$ cat src/rtl/sram_access_seq.sv
// sram_access_seq: runs one async-SRAM bus cycle per mapped CPU request.
// The CPU is stretched with rdy for the duration of the access. Writes to a
// write-protected page never reach the SRAM pins; they raise a one-cycle
// wpfault_o and record the offending physical address in fault_adr.
//
// Optional build macro: SRAM_SEQ_FAULT_COUNT_EN adds an 8-bit saturating
// counter of blocked writes on port fault_cnt.
//
// state  | meaning
// IDLE   | waiting for vma; rdy high while vma is low
// SETUP  | address/data on pins, ce_n low, strobes still high
// STROBE | oe_n or we_n low for pWaitStates+1 cycles
// DONE   | strobes released, rdy high; write data still driven for hold
module sram_access_seq #(
    parameter int pWaitStates = 2
) (
    input  logic        clk,
    input  logic        reset_n,
    input  logic        vma,
    input  logic        rw_n,
    input  logic [23:0] padr_i,
    input  logic        wp_i,
    input  logic [7:0]  dbi,
    output logic [7:0]  dbo,
    output logic        rdy,
    output logic [23:0] sram_a,
    input  logic [7:0]  sram_d_i,
    output logic [7:0]  sram_d_o,
    output logic        sram_d_oe,
    output logic        sram_ce_n,
    output logic        sram_oe_n,
    output logic        sram_we_n,
    output logic        wpfault_o,
    output logic [23:0] fault_adr
`ifdef SRAM_SEQ_FAULT_COUNT_EN
    ,
    output logic [7:0]  fault_cnt
`endif
);

    localparam logic [1:0] ST_IDLE   = 2'd0;
    localparam logic [1:0] ST_SETUP  = 2'd1;
    localparam logic [1:0] ST_STROBE = 2'd2;
    localparam logic [1:0] ST_DONE   = 2'd3;

    localparam logic [3:0] WAIT_LOAD = 4'(pWaitStates);

    logic [1:0]  r_state;
    logic [3:0]  r_wait_cnt;
    logic        r_rw_n;
    logic [7:0]  r_dbo;
    logic [23:0] r_sram_a;
    logic [7:0]  r_sram_d_o;
    logic        r_sram_d_oe;
    logic        r_wpfault;
    logic [23:0] r_fault_adr;

    logic        w_idle;
    logic        w_block;
    logic        w_accept;

    assign w_idle   = (r_state == ST_IDLE);
    assign w_block  = w_idle & vma & ~rw_n & wp_i;
    assign w_accept = w_idle & vma & (rw_n | ~wp_i);

    // Sequencer state, latched request and captured read data
    always_ff @(posedge clk or negedge reset_n) begin
        if (!reset_n) begin
            r_state     <= ST_IDLE;
            r_wait_cnt  <= 4'd0;
            r_rw_n      <= 1'b1;
            r_dbo       <= 8'd0;
            r_sram_a    <= 24'd0;
            r_sram_d_o  <= 8'd0;
            r_sram_d_oe <= 1'b0;
            r_wpfault   <= 1'b0;
            r_fault_adr <= 24'd0;
        end else begin
            r_wpfault <= 1'b0;
            case (r_state)
                ST_IDLE: begin
                    if (w_accept) begin
                        r_state     <= ST_SETUP;
                        r_sram_a    <= padr_i;
                        r_sram_d_o  <= dbi;
                        r_rw_n      <= rw_n;
                        r_sram_d_oe <= ~rw_n;
                    end else if (w_block) begin
                        // Protected write: skip the SRAM entirely
                        r_state     <= ST_DONE;
                        r_wpfault   <= 1'b1;
                        r_fault_adr <= padr_i;
                    end
                end
                ST_SETUP: begin
                    r_wait_cnt <= WAIT_LOAD;
                    r_state    <= ST_STROBE;
                end
                ST_STROBE: begin
                    if (r_wait_cnt != 4'd0) begin
                        r_wait_cnt <= r_wait_cnt - 4'd1;
                    end else begin
                        r_state <= ST_DONE;
                        if (r_rw_n) begin
                            r_dbo <= sram_d_i;
                        end
                    end
                end
                ST_DONE: begin
                    r_state     <= ST_IDLE;
                    r_sram_d_oe <= 1'b0;
                end
                default: begin
                    r_state     <= ST_IDLE;
                    r_sram_d_oe <= 1'b0;
                end
            endcase
        end
    end

`ifdef SRAM_SEQ_FAULT_COUNT_EN
    logic [7:0] r_fault_cnt;

    // Saturating count of blocked writes
    always_ff @(posedge clk or negedge reset_n) begin
        if (!reset_n) begin
            r_fault_cnt <= 8'd0;
        end else if (w_block && (r_fault_cnt != 8'hFF)) begin
            r_fault_cnt <= r_fault_cnt + 8'd1;
        end
    end

    assign fault_cnt = r_fault_cnt;
`endif

    // Strobes decode straight from state so an async reset releases them at once
    assign sram_ce_n = ~((r_state == ST_SETUP) | (r_state == ST_STROBE));
    assign sram_oe_n = ~((r_state == ST_STROBE) & r_rw_n);
    assign sram_we_n = ~((r_state == ST_STROBE) & ~r_rw_n);
    assign rdy       = (r_state == ST_DONE) | (w_idle & ~vma);

    assign dbo       = r_dbo;
    assign sram_a    = r_sram_a;
    assign sram_d_o  = r_sram_d_o;
    assign sram_d_oe = r_sram_d_oe;
    assign wpfault_o = r_wpfault;
    assign fault_adr = r_fault_adr;

endmodule

$ cat config.mk
export PLATFORM = sky130hd
export DESIGN_NAME = sram_access_seq
export DESIGN_NICKNAME = d
export VERILOG_FILES = /design/src/rtl/sram_access_seq.sv
export SDC_FILE = /design/constraint.sdc
export NUM_CORES = 1
export LEC_CHECK = 0
export BUFFER_PORTS_ARGS = -buffer_cell sky130_fd_sc_hd__buf_2
export CAP_MARGIN = 15
export CORE_AREA = 4 4 85 87
export CTS_CLUSTER_DIAMETER = 50
export CTS_CLUSTER_SIZE = 14
export DETAILED_ROUTE_END_ITERATION = 7
export DIE_AREA = 0 0 89 91
export PLACE_DENSITY_LB_ADDON = 0.3
export RECOVER_POWER = 100
export SYNTH_ARGS = -nofsm -noshare
export SYNTH_HDL_FRONTEND = slang
export SYNTH_SLANG_ARGS = --single-unit
$ cat constraint.sdc
create_clock -name clk -period 2 [get_ports clk]
set_clock_uncertainty 0.15 [all_clocks]
set_input_delay 0 -clock clk [delete_from_list [all_inputs] [get_ports clk]]
set_output_delay 0 -clock clk [all_outputs]
set_load 0.02 [all_outputs]
-- After elaboration in Yosys (flattened, before gate mapping)
Index checks and enable logic that the tools add are counted.
- add/sub/neg operators: 1
- eq/ne operators: 7
- muxes and demuxes: 11
- bitwise gates (word level): 19
- reductions and logical operators: 10
- operator list (operator ; count):
    1-bit NOT ; 9
    2-bit case mux with 4 select lines ; 1
    4-bit case mux with 2 select lines ; 1
    2-bit AND reduction ; 4
    1-bit AND ; 7
    2-bit two-way mux ; 3
    3-bit AND reduction ; 2
    2-bit == test, second input constant ; 2
    1-bit two-way mux ; 4
    4-bit two-way mux ; 1
    2-bit != test, second input constant ; 2
    2-bit nonzero test ; 2
    4-bit nonzero test ; 1
    4-bit by 1-bit subtractor with 4-bit output, second input constant ; 1
    3-bit by 1-bit != test with 1-bit output, second input constant ; 1
    1-bit OR ; 3
    2-bit by 1-bit == test with 1-bit output, second input constant ; 1
    2-bit logical NOT ; 1
    2-bit by 1-bit != test with 1-bit output, second input constant ; 1
    1-bit case mux with 2 select lines ; 1
- register bits: 73
- input bits: 45
- output and inout bits: 70
- logic and storage cells: 57

-- Longest topological paths before layout
Gate-level depths: netlist of the first run.
- depth after elaboration: 7
- gate-level depth with buffers: 7
- gate-level depth less buffers: 5

-- Worst setup path after synthesis of the first run
Ideal clock, no wire load.
- path kind: flip-flop to flip-flop
- start: reg r_state[0]
- end: reg r_dbo[0], in the netlist dbo[0]
- library setup time: 125 ps
- data arrival time: 1656 ps
- required time: 1725 ps
- setup slack: 69 ps
- stages on the path, launching flop included: 7
- path buffers: 1
- period minus slack after synthesis: 1931 ps
- cells stage by stage: dfrtp_1 > inv_1 > ha_1 > buf_4 > nand2_1 > nor3_4 > mux2_2
- word-level cells in the longest chain between the ends: 2
- RTL lines (element ; line ; text):
    start: declaration ; 48 ; logic [1:0] r_state;
    start signal: assignment ; 69 ; r_state <= ST_IDLE;
    start signal: assignment ; 83 ; r_state <= ST_SETUP;
    start signal: assignment ; 90 ; r_state <= ST_DONE;
    2-bit == test ; 80 ; case (r_state)
    3-bit AND reduction (no source line) ; - ;
    end signal: assignment ; 105 ; r_dbo <= sram_d_i;
    end: declaration ; 51 ; logic [7:0] r_dbo;
Every way passes these cells.
A chain may end at the register's enable or synchronous reset.

-- Worst setup path after layout of the first run
- start: reg r_state[0]
- end: out rdy
- word-level cells in the longest chain between the ends: 3
- elaborated cells between the ends (all ways): 4
- classes of those cells: 1 x eq/ne; 2 x bitwise; 1 x reduce/logical
- RTL lines (element ; line ; text):
    2-bit logical NOT ; 62 ; assign w_idle = (r_state == ST_IDLE);
    1-bit AND ; 140 ; assign rdy = (r_state == ST_DONE) | (w_idle & ~vma);
    1-bit OR (*) ; 140 ;
    end: declaration ; 25 ; output logic rdy,
Mark *: on every way between the ends. The rest lies on a longest branch, timed or not.

==> results of run 1 <==
worst paths after layout:
check	startpoint	slack, ns	cells after the start	to
max	r_state[0]	0.09	6	rdy
min	dbi[6]	0.28	3	sram_d_o[6]
max reg2reg	r_state[0]	0.12	6	sram_a[17]
min reg2reg	r_rw_n	0.35	2	r_rw_n
max in group asynchronous	reset_n	0.35	3	sram_a[12]
min in group asynchronous	reset_n	0.42	2	sram_d_o[0]
synth_stat cells, drive strengths merged (2+ instances only):
library cell  count
dfrtp            72
mux2             64
ha                7
inv               7
nand2             6
nor2              6
buf               4
clkbuf            3
nand2b            3
nor3              3
o21ai             3
o22ai             3
a21oi             2
and2b             2
nand3             2
nor2b             2
or2b              2
timing repair:
item	in CTS	in global routing
endpoints found under the setup margin	0	29
hold buffers	44	0
hold endpoints to repair	92	0
gates resized for setup	0	1
stage by stage:
step | cells | cell area [um^2] | setup TNS (ns) | total power [mW] | setup slack (ns)
CTS | 452 | 4390 | 0 | 7.04 | 0.0351
finish | 452 | 4310 | 0 | 6.82 | 0.0870
global placement | 392 | 3780 | 0 | 5.86 | 0.158
detailed placement | 392 | 3780 | 0 | 5.96 | 0.0843
floorplan | 201 | 3100 | 0 | 4.84 | 0.0693
global route | 452 | 4310 | -0.0165 | 7.27 | -0.0165
cell type report:
type / count / area share
Clock inverter: 6 / 0.0104
Clock buffer: 10 / 0.0296
Tap cell: 77 / 0.0223
Timing Repair Buffer: 165 / 0.236
Inverter: 7 / 0.00609
Sequential cell: 73 / 0.424
Multi-Input combinational cell: 114 / 0.272
routing by layer:
layer | vias up | GRT usage | wire length [um]
li1 | 1042 | - | -
met1 | 1066 | 0.221 | 2930
met2 | 73 | 0.295 | 3530
met3 | 10 | 0.0425 | 499
met4 | 0 | 0.0757 | 114
met5 | - | 0 | 0
kinds of logic after synthesis:
family / after synthesis / share of synthesized area
xor+xnor: 1 / 0.00283
mux: 65 / 0.259
simple gates: 27 / 0.0570
buf+inv: 14 / 0.0323
flops: 73 / 0.590
fa+ha+maj: 7 / 0.0283
compound gates: 14 / 0.0303
registers in the layout, indices dropped and copies added (netlist names):
| register | flops |
|---|---|
| r_state | 2 |
| sram_a | 24 |
| r_rw_n | 1 |
| sram_d_o | 8 |
| dbo | 8 |
| wpfault_o | 1 |
| r_wait_cnt | 4 |
| fault_adr | 24 |
| sram_d_oe | 1 |
power by group:
group	internal (mW)	total [mW]	switching, mW	leakage [nW]
clock network	0.452	1.00	0.548	0.0785
registers	2.21	2.64	0.429	0.885
logic	1.35	3.19	1.84	1.04
total	4.01	6.82	2.81	2.01
worst max-delay path: stages (launching register included):
cell and delay (ns):
dfrtp_1 0.43, inv_1 0.14, ha_2 0.24, buf_4 0.15
or2b_1 0.26, nand2b_1 0.08, buf_2 0.16
==> key figures, run 1 <==
Synthesis
  • Seq cells post-synth: 73
  • Sequential share of the synthesized area: 0.590
  • Post-synth top flop: dfrtp_1
  • YS warnings: 0
  • Cell Area, Synth: slightly above 0.003 mm^2
  • Top cell type's share of synthesized area: 0.582
  • Largest area contributor in the netlist: dfrtp_1
  • Async set-reset flop share out of synthesis: 1.00
  • Syn avg cell area: 15.4 um^2
  • Largest cells by area after synthesis: dfrtp_1, mux2_2, mux2_4
  • Net Count, Synth: 253
  • EDFF count, synth: 0
  • Post-synth cell types: 35
  • Cells after Synth: 201

CTS
  • H-tree depth: 3
  • Total setup buffers inserted after CTS: 0
  • Clock Root Buffer: clkbuf_8
  • Clk pin slew, worst setup/hold paths: about 0.080 ns
  • Clock Latency Late Sink: 0.33 ns
  • TritonCTS clock tree: yes
  • CTS sink cnt: 73
  • Total CTS buffers: 9
  • Maximum clock path buffer count: 2

STA
  • Achievable Freq: 523 MHz
  • Max_slew headroom: -0.0192
  • Worst hold margin: approximately 0.28 ns
  • Unrepaired setup endpoints after global routing: true
  • Final Critical Period: 1.91 ns
  • Hold Fails Final Rpt: 0
  • Period utilization: 0.956
  • Final Max Slew Viols: 27
  • Worst-Margin Slew: about 1.5 ns
  • Final setup viols: 0

Floorplan
  • Core area: between 0.006 and 0.007 mm^2
  • Total Die Area: 0.00810 mm^2
  • Chip width: a little under 90 um
  • I/O pin total: between 100 and 150
  • Core Rows: 29
  • Height of the die: 91 um
  • Initial Util: 0.488

GRT
  • Initial antenna violation count: 0
  • Global-route wire length before repair: 11.2 mm
  • GRT Residual Overflow: 0
  • Vias in the first global route: 2306
  • Tot GR Track Use: 0.178
  • Largest net degree at the start of global routing: 48

Worst setup path
  • Worst EP required: ~1.9 ns
  • Critical path class: register to output pin
  • Top fanout value on the critical path: 6
  • Worst EP arrival: 1.76 ns
  • Nature of the critical path startpoint: register
  • Worst setup EP type: output pin

Cells and area
  • Register Area: 0.00183 mm^2
  • Most frequent cells in the layout: dfrtp_1, clkbuf_1, buf_2
  • Nets: between 400 and 500
  • Fill count: between 400 and 500
  • Antenna cell count: 0
  • Multi-input logic area: 0.00117 mm^2
  • Layout cells sized above 1: 0.368
  • Commonest non-fill, non-tap cell in the layout: dfrtp_1
  • Post-layout util: 0.679
  • Synth-to-layout area growth: 39.2%

Detailed routing
  • Wire length per cell: 15.6 um
  • Post-DRT Antenna Nets: 0
  • First-pass detailed-route iteration total: 4
  • Via-to-Cell Ratio: 4.85
  • Post-Route WL: 7.07 mm
  • Initial drt markers: around 60
  • Vias post-DR: 2191
  • # DRC: 0

Placement
  • Final HPWL DP: between 4 and 5 mm
  • # port buffers: 114
  • Final estimated routing congestion in global placement: 0.783

Pwr
  • Pwr/cell area: 1580 mW/mm^2
  • Leakage: 2.01 nW
  • VDD IR max: 949 uV

Outcome
  • Outcome: complete, but fails checks
  • Failing checks: capacitance limit, slew limit

Min path
  • Worst Hold Class: input pin to register

Run
  • Max_cap viols: 1
Note: power is estimated with default switching activity, not from simulation.
==> inputs of run 2 (changes only) <==
--- a/config.mk
+++ b/config.mk
@@ -5,10 +5,10 @@
 export SDC_FILE = /design/constraint.sdc
 export NUM_CORES = 1
 export LEC_CHECK = 0
-export BUFFER_PORTS_ARGS = -buffer_cell sky130_fd_sc_hd__buf_2
+export BUFFER_PORTS_ARGS = -buffer_cell sky130_fd_sc_hd__buf_4
 export CAP_MARGIN = 15
 export CORE_AREA = 4 4 85 87
-export CTS_CLUSTER_DIAMETER = 50
+export CTS_CLUSTER_DIAMETER = 40
 export CTS_CLUSTER_SIZE = 14
 export DETAILED_ROUTE_END_ITERATION = 7
 export DIE_AREA = 0 0 89 91
==> key figures, run 2 (same netlist as run 1, synthesis figures left out) <==
STA
  • Period utilization: 0.932
  • Hold Fails Final Rpt: 0
  • Unrepaired setup endpoints after global routing: false
  • Setup ws final: between 0.1 and 0.15 ns
  • Achievable Freq: 536 MHz
  • Final Critical Period: 1.86 ns
  • Max_slew headroom: 0.314
  • Final Max Slew Viols: 0
  • Final setup viols: 0
  • Setup_tns: 0 ns
  • Worst-Margin Slew: 1.03 ns

Worst setup path
  • Worst EP arrival: 1.71 ns
  • Critical Path Max Stage Delay: 0.41 ns
  • Critical path class: register to output pin
  • Worst EP required: ~1.9 ns
  • Nature of the critical path startpoint: register
  • Max stage delay cell, worst path: dfrtp_1
  • Worst setup EP type: output pin
  • Number of buffers and inverters on the critical path: 3
  • Crit path max-delay family: buffers and inverters
  • CP cell instances: inv_1, ha_1, buf_4, or2b_1, nand2b_1, clkbuf_2
  • Top fanout value on the critical path: 7

Placement
  • Pre-CTS setup slack: 0.145 ns
  • Final estimated routing congestion in global placement: 0.806
  • # port buffers: between 100 and 150
  • Final HPWL DP: 4.98 mm

CTS
  • Total CTS buffers: 9
  • TritonCTS clock tree: yes
  • Clock Latency Late Sink: 0.33 ns
  • Clk pin slew, worst setup/hold paths: 0.08 ns
  • # resized after CTS: 0
  • H-tree depth: 3
  • CTS sink cnt: 73
  • Maximum clock path buffer count: 2
  • Clock Root Buffer: clkbuf_8

Detailed routing
  • Wire length per cell: ~16 um
  • Vias post-DR: around 2200
  • Initial drt markers: 28
  • First-pass detailed-route iteration total: 4
  • # DRC: 0
  • Via-to-Cell Ratio: 4.88
  • Post-DRT Antenna Nets: 0
  • Post-Route WL: 7.42 mm

GRT
  • Global-route wire length before repair: 11.9 mm
  • Largest net degree at the start of global routing: 44
  • Initial antenna violation count: 0
  • Vias in the first global route: roughly 2400
  • GRT Residual Overflow: 0
  • Tot GR Track Use: 0.191

Cells and area
  • Nets: 423
  • Most frequent cells in the layout: dfrtp_1, clkbuf_1, buf_4
  • Synth-to-layout area growth: 40.4%
  • Multi-input logic area: 0.00110 mm^2
  • Layout cells sized above 1: 0.306
  • Register Area: 0.00183 mm^2
  • Fill count: 528
  • Commonest non-fill, non-tap cell in the layout: dfrtp_1

Outcome
  • Outcome: completed

Run
  • Max_cap viols: 0

Floorplan
  • Height of the die: 91 um
  • Chip width: 89 um
  • Total Die Area: 0.00810 mm^2
  • I/O pin total: 115
  • Core Rows: 29
  • Core area: 0.00635 mm^2
  • Initial Util: 0.488

Min path
  • Worst Hold Class: input pin to asynchronous set/reset pin

Pwr
  • Leakage: 1.95 nW
  • VDD IR max: ~900 uV
  • Pwr/cell area: between 1500 and 2000 mW/mm^2
## run 2: changes by cell type in the layout (fill, tap and decap cells not counted), moves of 2 or more
cell / delta
buf_2: -47
buf_4: +42
mux2_4: -18
clkbuf_2: +3
buf_12: -2
clkinv_4: -2
clkbuf_1: +3
mux2_1: +18
## run 2: layer usage
metal	vias up	part of all wire	global-route usage
met1	1081	0.40	0.228
met5	-	0	0
met2	77	0.51	0.313
met4	0	0.019	0.0856
met3	13	0.071	0.0597
li1	1044	-	-
## run 2: worst paths after layout
kind | cells after the start | startpoint | slack, ns | end
hold reg to reg | 1 | fault_adr[11] | 0.35 | fault_adr[11]
setup reg to reg | 5 | r_state[0] | 0.16 | dbo[2]
max in group asynchronous | 3 | reset_n | 0.55 | sram_a[17]
hold / removal | 2 | reset_n | 0.12 | r_rw_n
setup / recovery | 6 | r_state[1] | 0.14 | rdy
min in group clk | 3 | padr_i[10] | 0.28 | fault_adr[10]
## run 2: through the flow
stage          std cells  hold slack [ns]  utilization  total power [mW]  cell area, um^2
6_report             454            0.119        0.685              6.82             4350
2_1_floorplan        201           -0.446            -              4.84             3100
3_3_place_gp         391           -0.191        0.639              6.32             4060
4_1_cts              453           0.0276        0.744              7.64             4720
3_5_place_dp         391           -0.185        0.639              6.42             4060
5_1_grt              453            0.129        0.684              7.28             4350
## run 2: layout make-up
class                   count  share of cell area
flip-flops and latches     73               0.420
repair buffers            166               0.254
multi-input cells         114               0.252
clock buffers              10              0.0294
well taps                  77              0.0222
clock inverters             6              0.0153
inverters                   7             0.00604
diodes                      1            0.000576
## run 2: what timing repair did
action | 4_1_cts | 5_1_grt
buffers inserted | 0 | 0
hold buffers | 46 | 0
hold endpoints to repair | 139 | 0
## run 2: power by group
group	total (mW)	switching (mW)	internal [mW]
combinational	3.07	1.87	1.20
sequential	2.63	0.419	2.21
clock	1.12	0.543	0.579
